--- src/rtl/keccak_sponge.sv ---
// Sponge controller for a serial Keccak-p[200] core: buffers one rate block, pads, absorbs, squeezes.
// Latency: 0..24 align + 25 absorb + core permutation per block; then up to 24 align + 25 squeeze cycles.
// Backpressure: msg_ready_o low while a block awaits absorb; digest output has no backpressure.
module keccak_sponge #(
  parameter int           W          = 8,
  parameter int           RATE_LANES = 18,
  parameter int           OUT_LANES  = 16,
  parameter logic [W-1:0] DOMAIN     = W'(6)
) (
  input  logic         clk_i,
  input  logic         rst_ni,
  input  logic [W-1:0] msg_data_i,
  input  logic         msg_valid_i,
  input  logic         msg_last_i,
  output logic         msg_ready_o,
  output logic [W-1:0] dig_data_o,
  output logic         dig_valid_o,
  output logic         dig_last_o,
  output logic         core_reset_o,
  output logic [W-1:0] core_in_data_o,
  input  logic [W-1:0] core_out_data_i,
  input  logic         core_ready_i
);
  localparam logic [2:0] S_INIT    = 3'd0;
  localparam logic [2:0] S_FILL    = 3'd1;
  localparam logic [2:0] S_ABSORB  = 3'd2;
  localparam logic [2:0] S_PERM    = 3'd3;
  localparam logic [2:0] S_SQWAIT  = 3'd4;
  localparam logic [2:0] S_SQUEEZE = 3'd5;

  localparam logic [4:0]   LAST_POS = 5'd24;
  localparam logic [4:0]   RATE     = 5'(RATE_LANES);
  localparam logic [4:0]   OUTL     = 5'(OUT_LANES);
  localparam logic [W-1:0] PAD_END  = {1'b1, {(W-1){1'b0}}};

  logic [2:0]   state_q, state_d;
  logic [4:0]   pos_q, pos_d;
  logic [4:0]   cnt_q, cnt_d;
  logic         done_q, done_d;
  logic         pad_pending_q, pad_pending_d;
  logic         final_q, final_d;
  logic [W-1:0] lane_buf_q [RATE_LANES];
  logic [W-1:0] lane_buf_d [RATE_LANES];
  logic         core_reset_q;
  logic [W-1:0] dig_data_q;
  logic         dig_valid_q, dig_last_q;
  logic         accept;
  logic [4:0]   k;
  logic [W-1:0] absorb_term;

  assign msg_ready_o  = (state_q == S_FILL) && !done_q && !pad_pending_q;
  assign accept       = msg_ready_o & msg_valid_i;
  assign k            = cnt_q + 5'd1;
  assign core_reset_o = core_reset_q;
  assign dig_data_o   = dig_data_q;
  assign dig_valid_o  = dig_valid_q;
  assign dig_last_o   = dig_last_q;

  // Next state: lane position tracking, block buffering with padding, and phase sequencing.
  always_comb begin
    state_d       = state_q;
    cnt_d         = cnt_q;
    done_d        = done_q;
    pad_pending_d = pad_pending_q;
    final_d       = final_q;
    lane_buf_d    = lane_buf_q;
    // In PERM the core is not shifting; the CoreReady cycle shifts lane 0 out, so pos resumes at 1.
    if (state_q == S_PERM) pos_d = core_ready_i ? 5'd1 : 5'd0;
    else                   pos_d = (pos_q == LAST_POS) ? 5'd0 : pos_q + 5'd1;
    case (state_q)
      S_INIT: if (pos_q == LAST_POS) state_d = S_FILL;
      S_FILL: begin
        if (pad_pending_q && !done_q) begin
          // Message ended exactly on a block boundary: this block is padding only.
          lane_buf_d[0]            = DOMAIN;
          lane_buf_d[RATE_LANES-1] = lane_buf_d[RATE_LANES-1] ^ PAD_END;
          done_d        = 1'b1;
          final_d       = 1'b1;
          pad_pending_d = 1'b0;
        end else if (accept) begin
          cnt_d = k;
          for (int i = 0; i < RATE_LANES; i++)
            if (5'(i) == cnt_q) lane_buf_d[i] = msg_data_i;
          if (k == RATE) done_d = 1'b1;
          if (msg_last_i) begin
            done_d = 1'b1;
            if (k == RATE) begin
              pad_pending_d = 1'b1;
            end else begin
              final_d = 1'b1;
              for (int i = 0; i < RATE_LANES; i++)
                if (5'(i) == k) lane_buf_d[i] = DOMAIN;
              lane_buf_d[RATE_LANES-1] = lane_buf_d[RATE_LANES-1] ^ PAD_END;
            end
          end
        end
        if (done_d && pos_q == LAST_POS) state_d = S_ABSORB;
      end
      S_ABSORB:  if (pos_q == LAST_POS) state_d = S_PERM;
      S_PERM:    if (core_ready_i) state_d = final_q ? S_SQWAIT : S_FILL;
      S_SQWAIT:  if (pos_q == LAST_POS) state_d = S_SQUEEZE;
      S_SQUEEZE: if (pos_q == LAST_POS) begin
        state_d = S_FILL;
        final_d = 1'b0;
      end
      default:   state_d = S_INIT;
    endcase
    // Every entry into FILL starts a fresh, zeroed block.
    if (state_d == S_FILL && state_q != S_FILL) begin
      cnt_d  = 5'd0;
      done_d = 1'b0;
      for (int i = 0; i < RATE_LANES; i++) lane_buf_d[i] = '0;
    end
  end

  // Core serial input: zero to clear, XOR a buffered lane while absorbing, else rotate.
  always_comb begin
    absorb_term = '0;
    for (int i = 0; i < RATE_LANES; i++)
      if (5'(i) == pos_q) absorb_term = lane_buf_q[i];
    case (state_q)
      S_INIT, S_SQUEEZE: core_in_data_o = '0;
      S_ABSORB:          core_in_data_o = core_out_data_i ^ absorb_term;
      default:           core_in_data_o = core_out_data_i;
    endcase
  end

  // State registers, registered core reset and registered digest output.
  always_ff @(posedge clk_i or negedge rst_ni) begin
    if (!rst_ni) begin
      state_q       <= S_INIT;
      pos_q         <= '0;
      cnt_q         <= '0;
      done_q        <= 1'b0;
      pad_pending_q <= 1'b0;
      final_q       <= 1'b0;
      core_reset_q  <= 1'b1;
      dig_data_q    <= '0;
      dig_valid_q   <= 1'b0;
      dig_last_q    <= 1'b0;
      for (int i = 0; i < RATE_LANES; i++) lane_buf_q[i] <= '0;
    end else begin
      state_q       <= state_d;
      pos_q         <= pos_d;
      cnt_q         <= cnt_d;
      done_q        <= done_d;
      pad_pending_q <= pad_pending_d;
      final_q       <= final_d;
      core_reset_q  <= (state_d != S_PERM);
      dig_valid_q   <= (state_q == S_SQUEEZE) && (pos_q < OUTL);
      dig_last_q    <= (state_q == S_SQUEEZE) && (pos_q == OUTL - 5'd1);
      dig_data_q    <= ((state_q == S_SQUEEZE) && (pos_q < OUTL)) ? core_out_data_i : '0;
      for (int i = 0; i < RATE_LANES; i++) lane_buf_q[i] <= lane_buf_d[i];
    end
  end
endmodule

--- config.mk ---
export PLATFORM = sky130hd
export DESIGN_NAME = keccak_sponge
export DESIGN_NICKNAME = d
export VERILOG_FILES = /design/src/rtl/keccak_sponge.sv
export SDC_FILE = /design/constraint.sdc
export NUM_CORES = 1
export LEC_CHECK = 0
export ABC_AREA = 1
export CORE_ASPECT_RATIO = 1.75
export CORE_UTILIZATION = 30
export CTS_CLUSTER_SIZE = 24
export DETAILED_ROUTE_END_ITERATION = 12
export PLACE_DENSITY = 0.49
export SYNTH_ARGS = -nofsm -noshare
export SYNTH_HDL_FRONTEND = slang
export SYNTH_SLANG_ARGS = --single-unit
--- constraint.sdc ---
create_clock -name clk_i -period 2.6 [get_ports clk_i]
set_input_delay 0.52 -clock clk_i [delete_from_list [all_inputs] [get_ports clk_i]]
set_output_delay 0.52 -clock clk_i [all_outputs]
set_load 0.03 [all_outputs]
=== After elaboration in Yosys (flattened, before gate mapping) ===
Cells that the tools add are included.
W data, S select, Z words.

* Output and inout bits: 20
* Word-level logic and storage cells: 228
* Register bits after elaboration: 171

* Bitwise gates (word level): 4
* Muxes and demuxes: 100
* Reductions and logical operators: 25
* $lt $le $gt $ge: 1
* Eq/ne operators: 67
* Add/subtract/negate cells: 2

{| class="wikitable"
|+ Operators by type and width
! operator !! count
|-
| $mux W144 || 5
|-
| $mux W8 || 62
|-
| $mux W128 || 1
|-
| $eq A4 B5 Y1 const A || 24
|-
| $eq A3 B5 Y1 const A || 12
|-
| $eq A2 B5 Y1 const A || 6
|-
| $eq A5 B5 Y1 const A || 6
|-
| $mux W5 || 6
|-
| $mux W3 || 6
|-
| $mux W1 || 17
|-
| $pmux W8 S2 || 1
|-
| $eq A1 B5 Y1 const A || 3
|-
| $logic_not A5 Y1 || 3
|-
| $pmux W3 S5 || 1
|-
| $reduce_bool A2 Y1 || 6
|-
| $add A5 B1 Y5 const B || 2
|-
| $eq A5 B5 Y1 const B || 2
|-
| $ne A3 B2 Y1 const B || 3
|-
| $xor A8 B8 Y8 || 1
|-
| $logic_and A1 B1 Y1 || 7
|-
| $eq A3 B1 Y1 const B || 2
|-
| $eq A3 B2 Y1 const B || 2
|-
| $eq A3 B3 Y1 const B || 2
|-
| $eq A5 B4 Y1 const B || 1
|-
| 16 further kinds || 18
|}

=== Depth between registers and ports, before layout ===
Gate-level depths: netlist of run 1.

* Word-level depth: 21
* Gate-level depth with buffers: 28
* Depth with buffers taken out: 27

=== Worst setup path before layout of run 1 ===
Ideal clock, no wire load.

* Path kind: reg2out
* Start: register pos_q[0]
* End: output port core_in_data_o[1]
* Cell stages (with the launch flop): 26
* Data required time: 2.080 ns
* Slack: -0.332 ns
* Buffers on the path: 1
* Data arrival time: 2.412 ns
* Path through: dfrtp_1 -> inv_1 -> ha_1 -> inv_1 -> nor2_1 -> inv_1 -> nor2_1 -> inv_1 -> clkbuf_1 -> o21ai_0 -> inv_1 -> nand2_1 -> nand3_1 -> nand2_1 -> nand3_1 -> nand3_1 -> nand3_1 -> nand2_1 -> nand2_1 -> nand2_1 -> nand2_1 -> nand2_1 -> nand2_1 -> nand2_1 -> nand3_1 -> nand2_1

* Longest elaborated chain between the ends: 21
* Elaborated cells on any way between the ends: 38
* Those cells by class: 17 x eq/ne; 19 x mux; 1 x bitwise; 1 x reduce/logical

{| class="wikitable"
|+ Ends and longest elaborated chain
! item !! line !! RTL
|-
| from (decl) || 37 || <nowiki>logic [4:0] pos_q, pos_d;</nowiki>
|-
| from (signal assigned) || 144 || <nowiki>pos_q <= pos_d;</nowiki>
|-
| $logic_not A5 Y1 || 120 || <nowiki>if (5'(i) == pos_q) absorb_term = lane_buf_q[i];</nowiki>
|-
| $mux W8 (17 in a row) || 120 ||
|-
| $mux W8 * || 120 ||
|-
| $xor A8 B8 Y8 * || 123 || <nowiki>S_ABSORB: core_in_data_o = core_out_data_i ^ absorb_term;</nowiki>
|-
| $pmux W8 S2 * || 121 || <nowiki>case (state_q)</nowiki>
|-
| to (decl) || 20 || <nowiki>output logic [W-1:0] core_in_data_o,</nowiki>
|}

Every way passes the cells marked *; elsewhere a longest branch is shown, timed or not.

=== Worst setup path after layout of run 1 ===
* Start: register pos_q[0]
* End: output port core_in_data_o[3]

Same word-level chain as after synthesis.

==> key figures, run 1 <==
Timing
  – Max-slew headroom: 52.7%
  – Hold slack final: between 500 and 600 ps
  – RSZ-0062 raised after global routing: yes
  – Fin crit period: between 3000 and 4000 ps
  – Crit share post-route: 146%
  – Clock skew: between 8 and 9 ps
  – Fin Setup TNS: -9080 ps
  – Max-slew violation count: 0
  – Final setup viols: 8
  – FMAX: between 0.2 and 0.3 GHz
  – Setup slack after layout: -1210 ps
  – Worst slew pin tran: ~710 ps
  – Final Hold Viols: 0

Clock network
  – Clock transition at the registers of the reported paths: ~70 ps
  – CTS tree: built
  – Root Driver: clkbuf_16
  – Bufs on Longest Clock Path: 2
  – Clock sink count: 171
  – Skew-Pair Late Insertion Delay: between 400 and 500 ps
  – Htree depth: 4
  – CTS Buf Count: 17

Floorplan
  – Die Outline Area: ~36000 um2
  – Chip Width: roughly 140 um
  – Num rows: 90
  – Initial core utilization: slightly above 30%
  – Die height: approximately 250 um
  – Num ports: just over 40
  – Core area: ~34000 um2

Critical path
  – Worst r2r src: cnt_q[1]$_DFFE_PN0P_
  – Crit-path max cell delay: around 450 ps
  – Crit-path slowest cell: dfrtp_2
  – Crit Path Class: flip-flop to primary output
  – Most frequent CP cell: nand2_1
  – CP Launch Point: pos_q[0]$_DFF_PN0_
  – Worst Setup Start Kind: flip-flop
  – Critical Path End Type: primary output
  – Crit-path max FO: 6
  – Worst Path Required: 2080 ps
  – CP arrival: ~3300 ps

Finish
  – Layout Nets: about 1700
  – Area delta synth->final: 42.8%
  – ANT cells: 0
  – Post-Layout Cell Count: around 2100
  – Layout cells sized above 1: 30.5%

Yosys
  – Mean Syn Cell Area: 7.18 um2
  – Largest family of logic cells by synthesized area: simple AND/OR/NAND/NOR gates
  – Register bit total from synthesis: approximately 170
  – Number of enable flip-flop cells after synthesis: 0
  – Sequential element share of the synthesized area: approximately two fifths
  – Mapped Cells: about 1500
  – Count of cell types in the netlist: 46
  – Post-synthesis simple-gate area fraction: between 20% and 30%
  – Multiplexer area fraction after synthesis: less than 1%
  – Synth Flop Type: dfrtp_1
  – Net Count, Synth: approximately 1500
  – Async S/R FF share, synth: 100%
  – Complex-gate fraction of the synthesized area: between 20% and 30%
  – Post-Synth Adder-Cell Area: 1.31%
  – Yosys Warn Count: 0
  – Xor and xnor fraction of the mapped netlist area: less than 1%
  – Syn Std Cell Area: between 10000 and 15000 um2

GRT
  – Total gr overflow: 0
  – GRT Total Usage: 22.6%
  – Pin count of the biggest net entering global routing: 50
  – Vias in the first global route: ~11000
  – Initial antenna violation count: 0
  – First-pass GRT wire length: ~60000 um

Route
  – Initial DRC count: 607
  – Final wirelength: about 41000 um
  – Pre-Repair DR Iteration Count: 5
  – DRC errors left: 0
  – Via Count: approximately 11000
  – Wire per inst: roughly 19 um
  – Via/cell ratio: between 5 and 6
  – ANT nets after route: 0

Power and ir drop
  – Worst ir drop on vdd: 627 uV
  – PD cells: around 1100 nW/um2
  – Pleak: 0.00726 uW

Status
  – Outcome: finished, violations left
  – Failing checks: setup timing

Min path
  – Min-Delay Startpoint: lane_buf_q[39]$_DFFE_PN0P_
  – Worst Hold Class: flip-flop to flip-flop

Place
  – Port bufs: 40
  – Final GP Congestion: 0.868
  – HPWL after DPL: 27700 um
  – Placed insts: between 2000 and 2500

Job
  – Max cap viols: 0
## logic make-up (layout without fill, tap and decap cells)
logic type      Yosys count  after routing
xor+xnor                  4              4
fa+ha+maj                11             11
buf+inv                 322            526
simple gates            605            607
flops                   171            171
compound gates          350            350
mux                       2              2
## registers in the layout (all words and copies together) (netlist names)
register	count
lane_buf_q	144
final_q	1
cnt_q	5
core_reset_o	1
dig_valid_o	1
state_q	3
dig_data_o	8
done_q	1
pos_q	5
pad_pending_q	1
dig_last_o	1
## worst max-delay path: cells and delay by family (launching register included)
kind	cells	cell delay, ps
AOI/OAI and AO/OA	1	110
buffers and inverters	5	530
DFF	1	450
adders and majority gates	1	140
and+or+nand+nor	21	1620
## worst paths after layout
kind,depth (start not counted),end,slack (ps)
max,28,core_in_data_o[3],-1210
min,2,lane_buf_q[39]$_DFFE_PN0P_,530
max reg2reg,18,lane_buf_q[33]$_DFFE_PN0P_,10
min reg2reg,2,lane_buf_q[39]$_DFFE_PN0P_,530
max in group asynchronous,3,lane_buf_q[20]$_DFFE_PN0P_,1320
min in group asynchronous,2,lane_buf_q[88]$_DFFE_PN0P_,560
## cells in the mapped netlist, drive strengths merged (2+ instances only)
master	n	area share, %
xor2	3	0.32
o211ai	4	0.29
o21ai	200	11
a211oi	10	0.71
clkbuf	51	1.8
o2111ai	73	6.1
o22ai	5	0.30
nand3b	2	0.14
a2111oi	12	1.0
nand3	83	3.9
ha	11	1.3
a31oi	9	0.54
and3	6	0.36
nor3	14	0.71
inv	255	9.1
nand2	399	14
nor4	6	0.36
buf	15	1.2
dfrtp	170	40
nor2	89	3.5
nand4	5	0.30
a21oi	33	1.6
## what timing repair did
item                       CTS  global route
pin swaps                   46            36
buffers inserted            15            13
gates resized for setup    113           257
setup endpoints to repair  122           152
hold buffers                 1             0
cloned                       5            14
hold endpoints to repair    30             0
## per-stage QoR
| stage | utilization [%] | instance area, um2 | power, uW | setup slack (ps) |
|---|---|---|---|---|
| global placement | 36.2 | 12500 | 10000 | -1060 |
| CTS | 39.7 | 13700 | 14000 | -1210 |
| detailed placement | 36.2 | 12500 | 10000 | -1050 |
| global route | 43.6 | 15000 | 17700 | -1370 |
| finish | 43.6 | 15000 | 16900 | -1210 |
| floorplan | - | 10600 | 7260 | -177 |
## per-layer routing
metal	up-vias	global-route usage, %	wire length [um]
li1	5226	-	-
met1	5249	25.2	15800
met2	210	41.8	22000
met3	77	2.36	981
met4	0	11.1	2020
met5	-	0	0
## report_power, final
group | switching (uW) | internal [uW] | leakage, uW
Clock | 1190 | 1550 | 0.000283
Sequential | 341 | 3070 | 0.00234
Combinational | 6100 | 4630 | 0.00463
Total | 7630 | 9250 | 0.00726
## cells in the final DEF (no fill, tap or decap), drive strengths merged, types with 2 or more instances in the layout
master,instances
a31oi,9
nor3,14
clkinvlp,6
o21ai,200
o22ai,5
bufinv,3
ha,11
nand2,401
inv,255
o211ai,4
and3,6
buf,195
dfrtp,170
nor4,6
o2111ai,73
nand4,5
xor2,3
a211oi,10
nand3b,2
a21oi,33
nand3,83
clkbuf,30
clkdlybuf4s50,30
clkinv,5
a2111oi,12
nor2,89
## cell type report
class | instances | area, um2
Inverter | 256 | 981
Multi-Input combinational cell | 974 | 6120
Clock inverter | 12 | 148
Fill cell | 3530 | 19400
Tap cell | 460 | 576
Timing Repair Buffer | 238 | 2450
Clock buffer | 19 | 453
Sequential cell | 171 | 4280
Timing Repair inverter | 1 | 7.51
(Power assumes the default switching activity.)
==> inputs of run 2 (changes only) <==
- CORE_UTILIZATION: 30 -> 56
- PLACE_DENSITY: 0.49 -> 0.79
==> run 2 against run 1 <==
The run still ends with setup timing left. Non-clock buffer count shrank 39. Sequential share of layout area grew 1.2 points. Clock power fell by 5%. Count of clock-buffer cells in the layout grew 4. Hold slack worse by 530 ps. Cell area down 4.1%. Critical path depth up 1. Critical path type unchanged.
==> key figures, run 2 (synthesized netlist as in run 1, its figures left out) <==
Timing
  – Clock skew: 10.8 ps (was 8.12 ps)
  – Max-slew violation count: 0 (unchanged)
  – RSZ-0062 raised after global routing: yes (unchanged)
  – Max-slew headroom: 52.8% (was 52.7%)
  – Fin crit period: 4050 ps (was 3810 ps)
  – Worst slew pin tran: 706 ps (was 708 ps)
  – FMAX: 0.247 GHz (was 0.263 GHz)
  – Hold slack final: 5.16 ps (was 535 ps)
  – Setup slack after layout: -1450 ps (was -1210 ps)
  – Crit share post-route: 156% (was 146%)
  – Final setup viols: 143 (was 8)
  – Final Hold Viols: 0 (unchanged)

Place
  – Final GP Congestion: 0.963 (was 0.868)
  – Port bufs: 40 (unchanged)
  – HPWL after DPL: 23800 um (was 27700 um)
  – Placed insts: 1794 (was 2052)
  – Dpl ws: -865 ps (was -1050 ps)
  – DP Area: 11900 um2 (was 12500 um2)

Status
  – Failing checks: setup timing (unchanged)
  – Outcome: finished, violations left (unchanged)

Finish
  – Layout Nets: 1652 (was 1691)
  – Commonest non-fill, non-tap cell in the layout: nand2_1 (unchanged)
  – Largest register FFs: 144 (unchanged)
  – Area delta synth->final: 36.9% (was 42.8%)
  – Layout cells sized above 1: 28.7% (was 30.5%)
  – Final instance area: 14400 um2 (was 15000 um2)
  – Biggest register: lane_buf_q (unchanged)
  – Leading cell types in the layout, fill and taps excluded: 355 x nand2_1, 237 x inv_1, 167 x dfrtp_1 (was 355 x nand2_1, 241 x inv_1, 167 x dfrtp_1)
  – Post-Layout Cell Count: 1871 (was 2131)
  – ANT cells: 0 (unchanged)

Clock network
  – CTS tree: built (unchanged)
  – Bufs on Longest Clock Path: 2 (unchanged)
  – Htree depth: 4 (unchanged)
  – CTS Buf Count: 17 (unchanged)
  – Skew-Pair Late Insertion Delay: 460 ps (was 470 ps)
  – Post-CTS Hold Fix Bufs: 0 (was 1)
  – Clock sink count: 171 (unchanged)
  – Root Driver: clkbuf_16 (unchanged)
  – Clock transition at the registers of the reported paths: 70 ps (about the same)

Floorplan
  – Num ports: 41 (unchanged)
  – Initial core utilization: 56.9% (was 30.5%)
  – Die height: 183 um (was 250 um)
  – Die Outline Area: 19400 um2 (was 35800 um2)
  – Core area: 18500 um2 (was 34500 um2)
  – Chip Width: 106 um (was 144 um)
  – Num rows: 66 (was 90)

Power and ir drop
  – Pleak: 0.00700 uW (was 0.00726 uW)
  – PD cells: 1190 nW/um2 (was 1120 nW/um2)
  – Worst ir drop on vdd: 1120 uV (was 627 uV)

Route
  – Final wirelength: 43400 um (was 40800 um)
  – Via Count: 12200 (was 10800)
  – Pre-Repair DR Iteration Count: 8 (was 5)
  – Wire per inst: 23.2 um (was 19.2 um)
  – ANT nets after route: 0 (unchanged)
  – DRC errors left: 0 (unchanged)
  – Initial DRC count: 1535 (was 607)
  – Via/cell ratio: 6.52 (was 5.05)

GRT
  – GRT Total Usage: 36.7% (was 22.6%)
  – Grt peak-use layer: met2 (unchanged)
  – GR Layer Usage met3: 6.57% (was 2.36%)
  – Met1 Use GR: 40.2% (was 25.2%)
  – Met2 global-route usage: 63.3% (was 41.8%)
  – Vias in the first global route: 10800 (was 10500)
  – Total gr overflow: 0 (unchanged)
  – First-pass GRT wire length: 54800 um (was 60400 um)
  – Pin count of the biggest net entering global routing: 73 (was 50)
  – Initial antenna violation count: 0 (unchanged)

Critical path
  – CP Launch Point: pos_q[0]$_DFF_PN0_ (unchanged)
  – Worst Setup Start Kind: flip-flop (unchanged)
  – Crit Path Class: flip-flop to primary output (unchanged)
  – Worst r2r src: pos_q[2]$_DFF_PN0_ (was cnt_q[1]$_DFFE_PN0P_)
  – CP delay by family, top: simple AND/OR/NAND/NOR gates (unchanged)
  – Critical Path End Type: primary output (unchanged)
  – Crit-path slowest cell: dfrtp_1 (was dfrtp_2)
  – WP buf/inv: 5 (unchanged)
  – Most frequent CP cell: nand3_2 (was nand2_1)
  – CP arrival: 3530 ps (was 3290 ps)
  – Crit-path max cell delay: 460 ps (was 450 ps)
  – FF-to-FF setup slack: -280 ps (was 10 ps)
  – Worst Path Required: 2080 ps (about the same)
  – Crit-path max FO: 3 (was 6)

Min path
  – Worst Hold Class: primary input to asynchronous set/reset pin (was flip-flop to flip-flop)

Job
  – Max cap viols: 0 (unchanged)
==> run 2: cell count changes in the layout (fill, tap and decap cells not counted), moves of 3 or more <==
cell,before,now
inv_4,1,4
nor2_4,8,12
nand3_2,42,30
buf_6,19,22
a211oi_2,6,0
clkbuf_8,2,6
nor2_1,73,70
inv_1,241,237
a211oi_1,4,10
buf_8,7,4
buf_4,149,113
nand3_1,39,51
==> run 2: layout make-up <==
type	instances	area [um2]
multi-input combinational	974	6140
sequential	171	4280
fill	1081	4090
timing repair buffer	199	2100
inverter	256	981
clock buffer	23	508
tap	238	298
clock inverter	9	86.3
timing repair inverter	1	7.51
==> run 2: where the power goes <==
part / switching [uW] / leakage, uW / internal [uW] / total (uW)
combinational: 6640 / 0.00438 / 4490 / 11100
sequential: 379 / 0.00235 / 3070 / 3450
clock: 1140 / 0.000279 / 1470 / 2610
total: 8160 / 0.00700 / 9030 / 17200
==> run 2: per-stage QoR <==
stage	setup TNS, ps	power [uW]	utilization, %
2_1_floorplan	-1240	7260	-
3_3_place_gp	-5380	9400	64.3
3_5_place_dp	-11630	9540	64.3
4_1_cts	-9660	12500	69.2
5_1_grt	-45690	17700	77.9
6_report	-33320	17200	77.9
==> run 2: worst reg2reg max path, delay by kind of cell (launching register included) <==
| kind | cells | cell delay [ps] |
|---|---|---|
| AOI/OAI and AO/OA | 1 | 110 |
| buffers and inverters | 9 | 1220 |
| DFF | 1 | 470 |
| and+or+nand+nor | 9 | 1030 |
==> run 2: final timing paths <==
path / endpoint / depth (start not counted)
setup reg to reg: lane_buf_q[29]$_DFFE_PN0P_ / 19
min in group clk_i: lane_buf_q[71]$_DFFE_PN0P_ / 2
max in group asynchronous: lane_buf_q[94]$_DFFE_PN0P_ / 2
hold / removal: dig_data_o[1]$_DFF_PN0_ / 1
hold reg to reg: lane_buf_q[71]$_DFFE_PN0P_ / 2
setup / recovery: core_in_data_o[4] / 29
==> run 2: repair_timing <==
action | CTS | global route
resized for setup | 80 | 299
setup buffers | 4 | 21
hold endpoints to repair | 0 | 0
setup endpoints to repair | 117 | 157
pin swaps | 23 | 30
cloned | 2 | 19
==> run 2: layer usage <==
layer  part of all wire, %  vias up
met5                  0.14        -
met4                    11        2
met3                    11      374
met2                    46      968
met1                    32     5705
li1                      -     5152
